File: config.mk
export PLATFORM = sky130hd
export DESIGN_NAME = pulse_gen
export DESIGN_NICKNAME = d
export VERILOG_FILES = /design/src/rtl/pulse_gen.sv
export SDC_FILE = /design/constraint.sdc
export NUM_CORES = 1
export LEC_CHECK = 0
export CORE_AREA = 2 2 39 41
export DETAILED_ROUTE_END_ITERATION = 8
export DIE_AREA = 0 0 41 43
export PLACE_DENSITY = 0.54
export SLEW_MARGIN = 0
export SYNTH_ARGS = -nofsm -noshare
export SYNTH_HDL_FRONTEND = slang
export SYNTH_SLANG_ARGS = --single-unit
File: constraint.sdc
create_clock -name clk_i -period 1.9 [get_ports clk_i]
set_clock_uncertainty 0.15 [all_clocks]
set_input_delay 0.57 -clock clk_i [delete_from_list [all_inputs] [get_ports clk_i]]
set_output_delay 0.57 -clock clk_i [all_outputs]
set_load 0.03 [all_outputs]
File: src/rtl/pulse_gen.sv
// Strobe-to-pulse generator: fixed-width pulses with a guaranteed low gap between them.
// Optional request queue enabled by defining PULSE_GEN_QUEUE_EN.
module pulse_gen #(
  parameter int unsigned HIGH_CYCLES = 4,
  parameter int unsigned LOW_CYCLES  = 2,
  parameter int unsigned PEND_W      = 3
) (
  input  logic              clk_i,
  input  logic              rst_i,
  input  logic              stb_i,
  output logic              pulse_o,
  output logic              busy_o,
  output logic [PEND_W-1:0] pending_o,
  output logic              drop_o
);

  localparam int unsigned CntMax = (HIGH_CYCLES > LOW_CYCLES) ? HIGH_CYCLES : LOW_CYCLES;
  localparam int unsigned CntW   = (CntMax > 1) ? $clog2(CntMax) : 1;

`ifdef PULSE_GEN_QUEUE_EN
  localparam bit QueueEn = 1'b1;
`else
  localparam bit QueueEn = 1'b0;
`endif

  localparam logic [CntW-1:0]   CntHigh = CntW'(HIGH_CYCLES - 1);
  localparam logic [CntW-1:0]   CntLow  = CntW'(LOW_CYCLES - 1);
  localparam logic [PEND_W-1:0] PendMax = {PEND_W{1'b1}};
  localparam logic [PEND_W-1:0] PendOne = PEND_W'(1);

  typedef enum logic [1:0] {
    StIdle,
    StHigh,
    StLow
  } state_e;

  state_e            r_state, w_state_d;
  logic [CntW-1:0]   r_cnt, w_cnt_d;
  logic [PEND_W-1:0] r_pend, w_pend_d;
  logic              r_pulse, r_busy, r_drop, w_drop_d;
  logic              w_cnt_zero;

  assign w_cnt_zero = (r_cnt == '0);

  always_comb begin
    w_state_d = r_state;
    w_cnt_d   = r_cnt;
    w_pend_d  = r_pend;
    w_drop_d  = 1'b0;

    unique case (r_state)
      StIdle: begin
        if (stb_i) begin
          w_state_d = StHigh;
          w_cnt_d   = CntHigh;
        end
      end

      StHigh: begin
        if (w_cnt_zero) begin
          w_state_d = StLow;
          w_cnt_d   = CntLow;
        end else begin
          w_cnt_d = r_cnt - 1'b1;
        end
      end

      StLow: begin
        if (w_cnt_zero) begin
          if (QueueEn && (r_pend != '0)) begin
            w_state_d = StHigh;
            w_cnt_d   = CntHigh;
          end else if (stb_i) begin
            w_state_d = StHigh;
            w_cnt_d   = CntHigh;
          end else begin
            w_state_d = StIdle;
          end
        end else begin
          w_cnt_d = r_cnt - 1'b1;
        end
      end

      default: begin
        w_state_d = StIdle;
        w_cnt_d   = '0;
      end
    endcase

    // Final LOW cycle: a strobe either starts the next pulse directly or cancels the dequeue.
    if (r_state == StLow && w_cnt_zero) begin
      if (QueueEn && (r_pend != '0) && !stb_i) begin
        w_pend_d = r_pend - PendOne;
      end
    end else if (r_state != StIdle && stb_i) begin
      if (QueueEn && (r_pend != PendMax)) begin
        w_pend_d = r_pend + PendOne;
      end else begin
        w_drop_d = 1'b1;
      end
    end
  end

  always_ff @(posedge clk_i) begin
    if (rst_i) begin
      r_state <= StIdle;
      r_cnt   <= '0;
      r_pend  <= '0;
      r_pulse <= 1'b0;
      r_busy  <= 1'b0;
      r_drop  <= 1'b0;
    end else begin
      r_state <= w_state_d;
      r_cnt   <= w_cnt_d;
      r_pend  <= w_pend_d;
      r_pulse <= (w_state_d == StHigh);
      r_busy  <= (w_state_d != StIdle);
      r_drop  <= w_drop_d;
    end
  end

  assign pulse_o   = r_pulse;
  assign busy_o    = r_busy;
  assign pending_o = r_pend;
  assign drop_o    = r_drop;

endmodule
# Yosys cells after proc, flatten, opt, wreduce, memory -nomap -nowiden
# Cells that the tools add are included.
# Widths: inputs -> output; s select.
[classes]
n_addsub = 1
eq_ne = 3
n_mux = 10
reduce_logical = 7
[op_table]
columns = ["cell", "n"]
rows = [
  ["$mux 2", 6],
  ["$pmux 2 s3", 2],
  ["$eq 2x1->1 const B", 2],
  ["$logic_not 2->1", 2],
  ["$reduce_bool 2->1", 2],
  ["$eq 2x2->1 const B", 1],
  ["$logic_and 1x1->1", 2],
  ["$mux 1", 2],
  ["$reduce_or 2->1", 1],
  ["$sub 2x1->2 const B", 1],
]
[totals]
ff_bits = 7
input_bits = 3

# Logic depth before layout (Yosys ltp)
# Gate-level depths: netlist (run 1).
[depth]
depth_word = 4
ltp_mapped = 4
ltp_nobuf = 3

# Worst setup path before layout (run 1)
# OpenSTA, ideal clock, no wires.
[synth_timing]
path_kind = "register to register"
from = "reg r_state[1]"
to = "reg r_cnt[1]"
setup_ps = 117
arrival_time_ps = 946
t_required_ps = 1633
path_slack_ps = 686
path_stages_with_launch = 4
n_path_buf = 0
synth_period_minus_slack_ps = 1214
path_cell_list = "dfxtp_1 inv_2 maj3_2 a32o_1"
[synth_via]
elab_chain_cells = 2
[synth_lines]
columns = ["element", "line_no", "source"]
rows = [
  ["start, declared", "37", "state_e r_state, w_state_d;"],
  ["start signal, assigned", "106", "r_state <= StIdle;"],
  ["start signal, assigned", "113", "r_state <= w_state_d;"],
  ["$eq 2x2->1 (tied with other cells)", "51", "unique case (r_state)"],
  ["$pmux 2 s3 (*)", "51", ""],
  ["end signal, assigned", "114", "r_cnt <= w_cnt_d;"],
  ["end, declared", "38", "logic [CntW-1:0] r_cnt, w_cnt_d;"],
]
# Every way passes the cells marked *; elsewhere a longest branch is shown, timed or not.
# A chain may end at the register's enable or synchronous reset.

# Worst setup path after layout (run 1)
[layout_timing]
from = "reg r_busy (netlist: busy_o)"
to = "out busy_o"
[layout_lines]
columns = ["element", "line_no", "source"]
rows = [
  ["start, declared", "40", "logic r_pulse, r_busy, r_drop, w_drop_d;"],
  ["start signal, assigned", "117", "r_busy <= (w_state_d != StIdle);"],
  ["end, declared", "12", "output logic busy_o,"],
]
# No word-level cell between the ends.

==> results of run 1 <==
-- cell type report --
cell class,instances,share of cell area
multi-input combinational,23,0.3777
clock buffer,4,0.06502
tap,16,0.04954
inverter,3,0.02786
timing repair buffer,6,0.1331
sequential,7,0.3467
-- synthesized netlist by cell type --
cell type and instances:
dfxtp_1 7, nor2_1 4, buf_4 3, a2111oi_2 2
a21oi_1 2, inv_1 2, nor2b_1 2, nor3_1 2
o21a_1 2, a211oi_1 1, a32o_1 1, buf_2 1
conb_1 1, inv_2 1, maj3_2 1, nand3_1 1
or3_1 1, xnor2_1 1
-- cell usage in the layout, fill, tap and decap left out --
| cell type | netlist | routed |
|---|---|---|
| dfxtp_1 | 7 | 7 |
| nor2_1 | 4 | 4 |
| conb_1 | 1 | 3 |
| clkbuf_4 | 0 | 3 |
| dlygate4sd2_1 | 0 | 3 |
| a21oi_1 | 2 | 2 |
| nor3_1 | 2 | 2 |
| inv_1 | 2 | 2 |
| o21a_1 | 2 | 2 |
| a2111oi_2 | 2 | 2 |
| nor2b_1 | 2 | 2 |
| clkdlybuf4s50_1 | 0 | 2 |
| xnor2_1 | 1 | 1 |
| inv_2 | 1 | 1 |
| or3_1 | 1 | 1 |
| nand3_1 | 1 | 1 |
| maj3_2 | 1 | 1 |
| a32o_1 | 1 | 1 |
| a211oi_1 | 1 | 1 |
| clkbuf_1 | 0 | 1 |
| buf_4 | 3 | 1 |
-- flip-flops by register name, indices dropped and copies added, names as in the netlist --
name     flops
busy_o       1
drop_o       1
pulse_o      1
r_cnt        2
r_state      2
-- timing repair --
action / 4_1_cts / 5_1_grt
hold endpoints to repair: 0 / 0
gates resized for setup: 3 / 0
endpoints found under the setup margin: 3 / 0
-- metrics by stage --
stage | setup WS (ns) | instance area, um2 | hold slack, ns
finish | 0.2483 | 404.1 | 0.4140
global route | 0.2034 | 404.1 | 0.4372
CTS | 0.2321 | 404.1 | 0.4140
detailed placement | 0.08115 | 381.6 | 0.3948
global placement | 0.08868 | 381.6 | 0.3924
floorplan | 0.6864 | 331.6 | 0.3478
-- metal layers --
metal / wire, um / up-vias / GRT usage
met1: 239 / 115 / 0.09355
met5: 0 / - / 0
met3: 51 / 2 / 0.07853
li1: - / 130 / -
met4: 8 / 0 / 0.04000
met2: 252 / 9 / 0.08750
-- worst max path at each step --
stage	slack (ns)	startpoint	to	cells after the start
after floorplan	0.69	r_state[1]	r_cnt[1]	3
after global placement	0.09	rst_i	r_cnt[1]	3
after detailed placement	0.08	rst_i	r_cnt[1]	3
after CTS	0.23	busy_o	busy_o	1
after global routing	0.20	busy_o	busy_o	1
final	0.25	busy_o	busy_o	1
-- power breakdown --
| group | switching, uW | internal, uW | total, uW |
|---|---|---|---|
| registers | 14.9 | 166 | 181 |
| clock network | 53.4 | 80.0 | 133 |
| logic | 61.7 | 42.4 | 104 |
| total | 130 | 288 | 418 |
-- logic make-up after synthesis --
| group | share of synthesized area |
|---|---|
| adders and majority gates | 0.03475 |
| DFF | 0.4324 |
| AOI/OAI and AO/OA | 0.2239 |
| and+or+nand+nor | 0.1506 |
| buffers and inverters | 0.1197 |
| other | 0.01157 |
| xor gates and xnor gates | 0.02703 |
==> impl_metrics.yaml, run 1 <==
clock_network:
  clk_pin_slew_ns: 0.05
  clk_path_buf_depth: 2
  postCtsHoldBufs: 0
  cts_buffers: 3
  cts_tree: "built"
  cts_sinks: 7
  clock_latency_ns: 0.25
  post_cts_buffers: 0
  cts_root_buf: "clkbuf_4"
  ctsHtreeMaxLevel: 1
logic_synthesis:
  yosysTopAreaCell: "dfxtp_1"
  syn_area_per_cell_um2: 9.259
  yosysSeqAreaShare: 0.4324
  netlist_area_um2: 324.1
  syn_inst: 35
  yosysTopAreaCellShare: 0.4324
  yosysWarningCount: 0
  netlist_top_cells_area: "dfxtp_1 (43%), a2111oi_2 (9.3%), buf_4 (6.9%)"
  ys_ff_latch: 7
  synthDistinctLibCells: 18
worst_setup_path:
  r2r_slack_ns: 0.61
  critPathTopFamily: "buffers and inverters"
  slowest_delay_ns: 0.38
  critPathMaxFanout: 1
  cpMaxStageDelayCell: "dlygate4sd2_1"
  critPathArrivalTime_ns: 0.93
  critPathKind: "flop to primary output"
  path_cells: "dlygate4sd2_1"
  crit_path_start_kind: "flop"
  critPathRequiredTime_ns: 1.18
  r2r_end: "r_cnt[1]"
  endpoint_kind: "primary output"
  timing.critical_path.buf_inv: 1
  ff2ff_path_depth: 3
  r2r-start: "r_state[1]"
run_status:
  status: "finished clean"
final_layout:
  area_delta_synth_final_pct: 24.71
  multiInputGateArea_um2: 152.6
  final_nets: 47
  final_util: 0.2920
  fin_cells: 59
  antenna_cells: 0
  ff_latch_area_um2: 140.1
  drive_gt1_frac: 0.1860
  fillers: 152
detailed_routing:
  ant_nets: 0
  routedWlPerCell_um: 9.339
  wl_um: 551
  vias: 256
  drt-initial-drc-count: 6
  firstDrtPassIters: 4
  vias_per_cell: 4.339
  drt_drc_violations_left: 0
pwr:
  p_leak_uw: 0.0001601
  cellPowerDensity_nw_per_um2: 1035
  ir_worst_vdd_v: 0.0003115
  p_total_uw: 418.4
die:
  rows: 14
  die_area_um2: 1763
  fp.coreArea_um2: 1384
  die_w_um: 41
  ios: 9
  start_util: 0.2342
  die_y_um: 43
timing:
  max_freq_mhz: 605.4
  min_period_ns: 1.652
  rsz0062_at_grt: "false"
  setup_viol: 0
  slew_viol_final: 0
  hold_viol: 0
  period_share: 0.8693
  setup_tns_ns: 0
placed_design:
  hpwl_um: 375.8
  dpl.cell_count: 55
  port_buffers: 5
  gp_congestion: 0.7714
global_routing:
  grt_max_degree: 11
  antenna_found_initial: 0
  grt_pass1_vias: 211
  overflow: 0
  groute.usage.overall: 0.07839
  grt_pass1_wl_um: 855
worst_hold_path:
  min_path_cells: 1
  min_to: "r_cnt[1]"
  hold_path.class: "flop to flop"
  min_from: "r_cnt[1]"
run:
  maxCapViolCount: 0
Note: power is estimated with default switching activity, not from simulation.
==> run 2: changes to the inputs <==
==> constraint.sdc (replaced) <==
create_clock -name clk_i -period 1.9 [get_ports clk_i]
set_clock_uncertainty 0.15 [all_clocks]
set_input_delay 0.38 -clock clk_i [delete_from_list [all_inputs] [get_ports clk_i]]
set_output_delay 0.38 -clock clk_i [all_outputs]
set_load 0.03 [all_outputs]
==> impl_metrics.yaml, run 2 (synthesis gave the netlist of run 1 again) <==
worst_setup_path:
  crit_path_start_kind: "flop"
  critPathMaxFanout: 1
  critPathTopFamily: "buffers and inverters"
  ff2ff_path_depth: 3
  critPathKind: "flop to primary output"
  endpoint_kind: "primary output"
  timing.critical_path.buf_inv: 1
  r2r-start: "r_state[1]"
  slowest_delay_ns: 0.65
  path_cells: "clkdlybuf4s50_1"
  critPathArrivalTime_ns: 1.21
  r2r_slack_ns: 0.61
  r2r_end: "r_cnt[1]"
  critPathRequiredTime_ns: 1.37
  cpMaxStageDelayCell: "clkdlybuf4s50_1"
clock_network:
  cts_buffers: 3
  postCtsHoldBufs: 0
  clk_pin_slew_ns: 0.05
  clk_path_buf_depth: 2
  cts.repair.resized: 0
  cts_root_buf: "clkbuf_4"
  ctsHtreeMaxLevel: 1
  cts_tree: "built"
  clock_latency_ns: 0.25
  post_cts_buffers: 0
  cts_sinks: 7
timing:
  slew_viol_final: 0
  setup_tns_ns: 0
  period_share: 0.9138
  min_period_ns: 1.736
  max_freq_mhz: 576.0
  setup_viol: 0
  rsz0062_at_grt: "false"
  hold_viol: 0
final_layout:
  largestRegisters: "r_cnt (2), r_state (2)"
  final_common_cell: "dfxtp_1"
  drive_gt1_frac: 0.1860
  final_cell_mix: "dfxtp_1 (7), clkdlybuf4s50_1 (5), nor2_1 (4), conb_1 (3), clkbuf_4 (3)"
  area_delta_synth_final_pct: 25.87
  antenna_cells: 0
  final_nets: 47
global_routing:
  grt_pass1_wl_um: 855
  groute.usage.overall: 0.07839
  overflow: 0
  grt_pass1_vias: 211
  grt_max_degree: 11
  antenna_found_initial: 0
worst_hold_path:
  min_from: "r_cnt[1]"
  min_to: "r_cnt[1]"
  hold_path.class: "flop to flop"
  min_path_cells: 1
detailed_routing:
  ant_nets: 0
  wl_um: 551
  vias_per_cell: 4.339
  vias: 256
  firstDrtPassIters: 4
  drt_drc_violations_left: 0
  drt-initial-drc-count: 6
  routedWlPerCell_um: 9.339
pwr:
  cellPowerDensity_nw_per_um2: 1037
  ir_worst_vdd_v: 0.0003125
  p_total_uw: 423.0
  p_leak_uw: 0.0001501
placed_design:
  port_buffers: 5
  hpwl_um: 375.8
  gp_congestion: 0.7714
run:
  maxCapViolCount: 0
die:
  die_area_um2: 1763
  start_util: 0.2342
  fp.coreArea_um2: 1384
  ios: 9
  rows: 14
  die_w_um: 41
  die_y_um: 43
run_status:
  status: "finished clean"
## run 2: worst reg2reg max path, cell delays in order, from the launching register on
cell	delay, ns
dfxtp_1	0.41
inv_2	0.06
maj3_2	0.30
a32o_1	0.25
## run 2: power by group
part | leakage (uW) | switching [uW] | internal (uW)
sequential | 0.0000581 | 15.1 | 166
clock | 0.0000150 | 53.4 | 80.0
combinational | 0.0000770 | 61.6 | 46.8
## run 2: area by class of cell
class	instances	area (um2)
inverters	3	11.26
multi-input cells	23	152.6
repair buffers	6	57.56
well taps	16	20.02
clock buffers	4	26.28
fillers	153	975.9
flip-flops and latches	7	140.1
## run 2: through the flow
stage | util | setup slack (ns) | instance area (um2) | hold slack, ns | std cells
CTS | 0.2948 | 0.1484 | 407.9 | 0.4140 | 59
finish | 0.2948 | 0.1638 | 407.9 | 0.4140 | 59
floorplan | - | 0.6864 | 331.6 | 0.2991 | 37
global placement | 0.2758 | 0.2787 | 381.6 | 0.3924 | 55
global route | 0.2948 | 0.1183 | 407.9 | 0.4372 | 59
detailed placement | 0.2758 | 0.2712 | 381.6 | 0.3948 | 55
## run 2: worst max-delay path by stage
stage / endpoint / start / depth (start not counted)
2_1_floorplan: r_cnt[1] / r_state[1] / 3
3_3_place_gp: r_cnt[1] / rst_i / 3
3_5_place_dp: r_cnt[1] / rst_i / 3
4_1_cts: busy_o / busy_o / 1
5_1_grt: busy_o / busy_o / 1
6_report: busy_o / busy_o / 1
## run 2: per-layer routing
| metal | share of wire | global-route usage | up-vias |
|---|---|---|---|
| met2 | 0.46 | 0.08750 | 9 |
| met3 | 0.089 | 0.07853 | 2 |
| met5 | 0 | 0 | - |
| met1 | 0.44 | 0.09355 | 115 |
| met4 | 0.015 | 0.04000 | 0 |
| li1 | - | - | 130 |
==> run 3: changes to the inputs <==
--- a/config.mk
+++ b/config.mk
@@ -8,6 +8,7 @@
 export CORE_AREA = 2 2 39 41
 export DETAILED_ROUTE_END_ITERATION = 8
 export DIE_AREA = 0 0 41 43
+export HOLD_SLACK_MARGIN = 0.06
 export PLACE_DENSITY = 0.54
 export SLEW_MARGIN = 0
 export SYNTH_ARGS = -nofsm -noshare
==> results of run 3 <==
The final DEF is identical to that of run 2; final timing and power are the same.
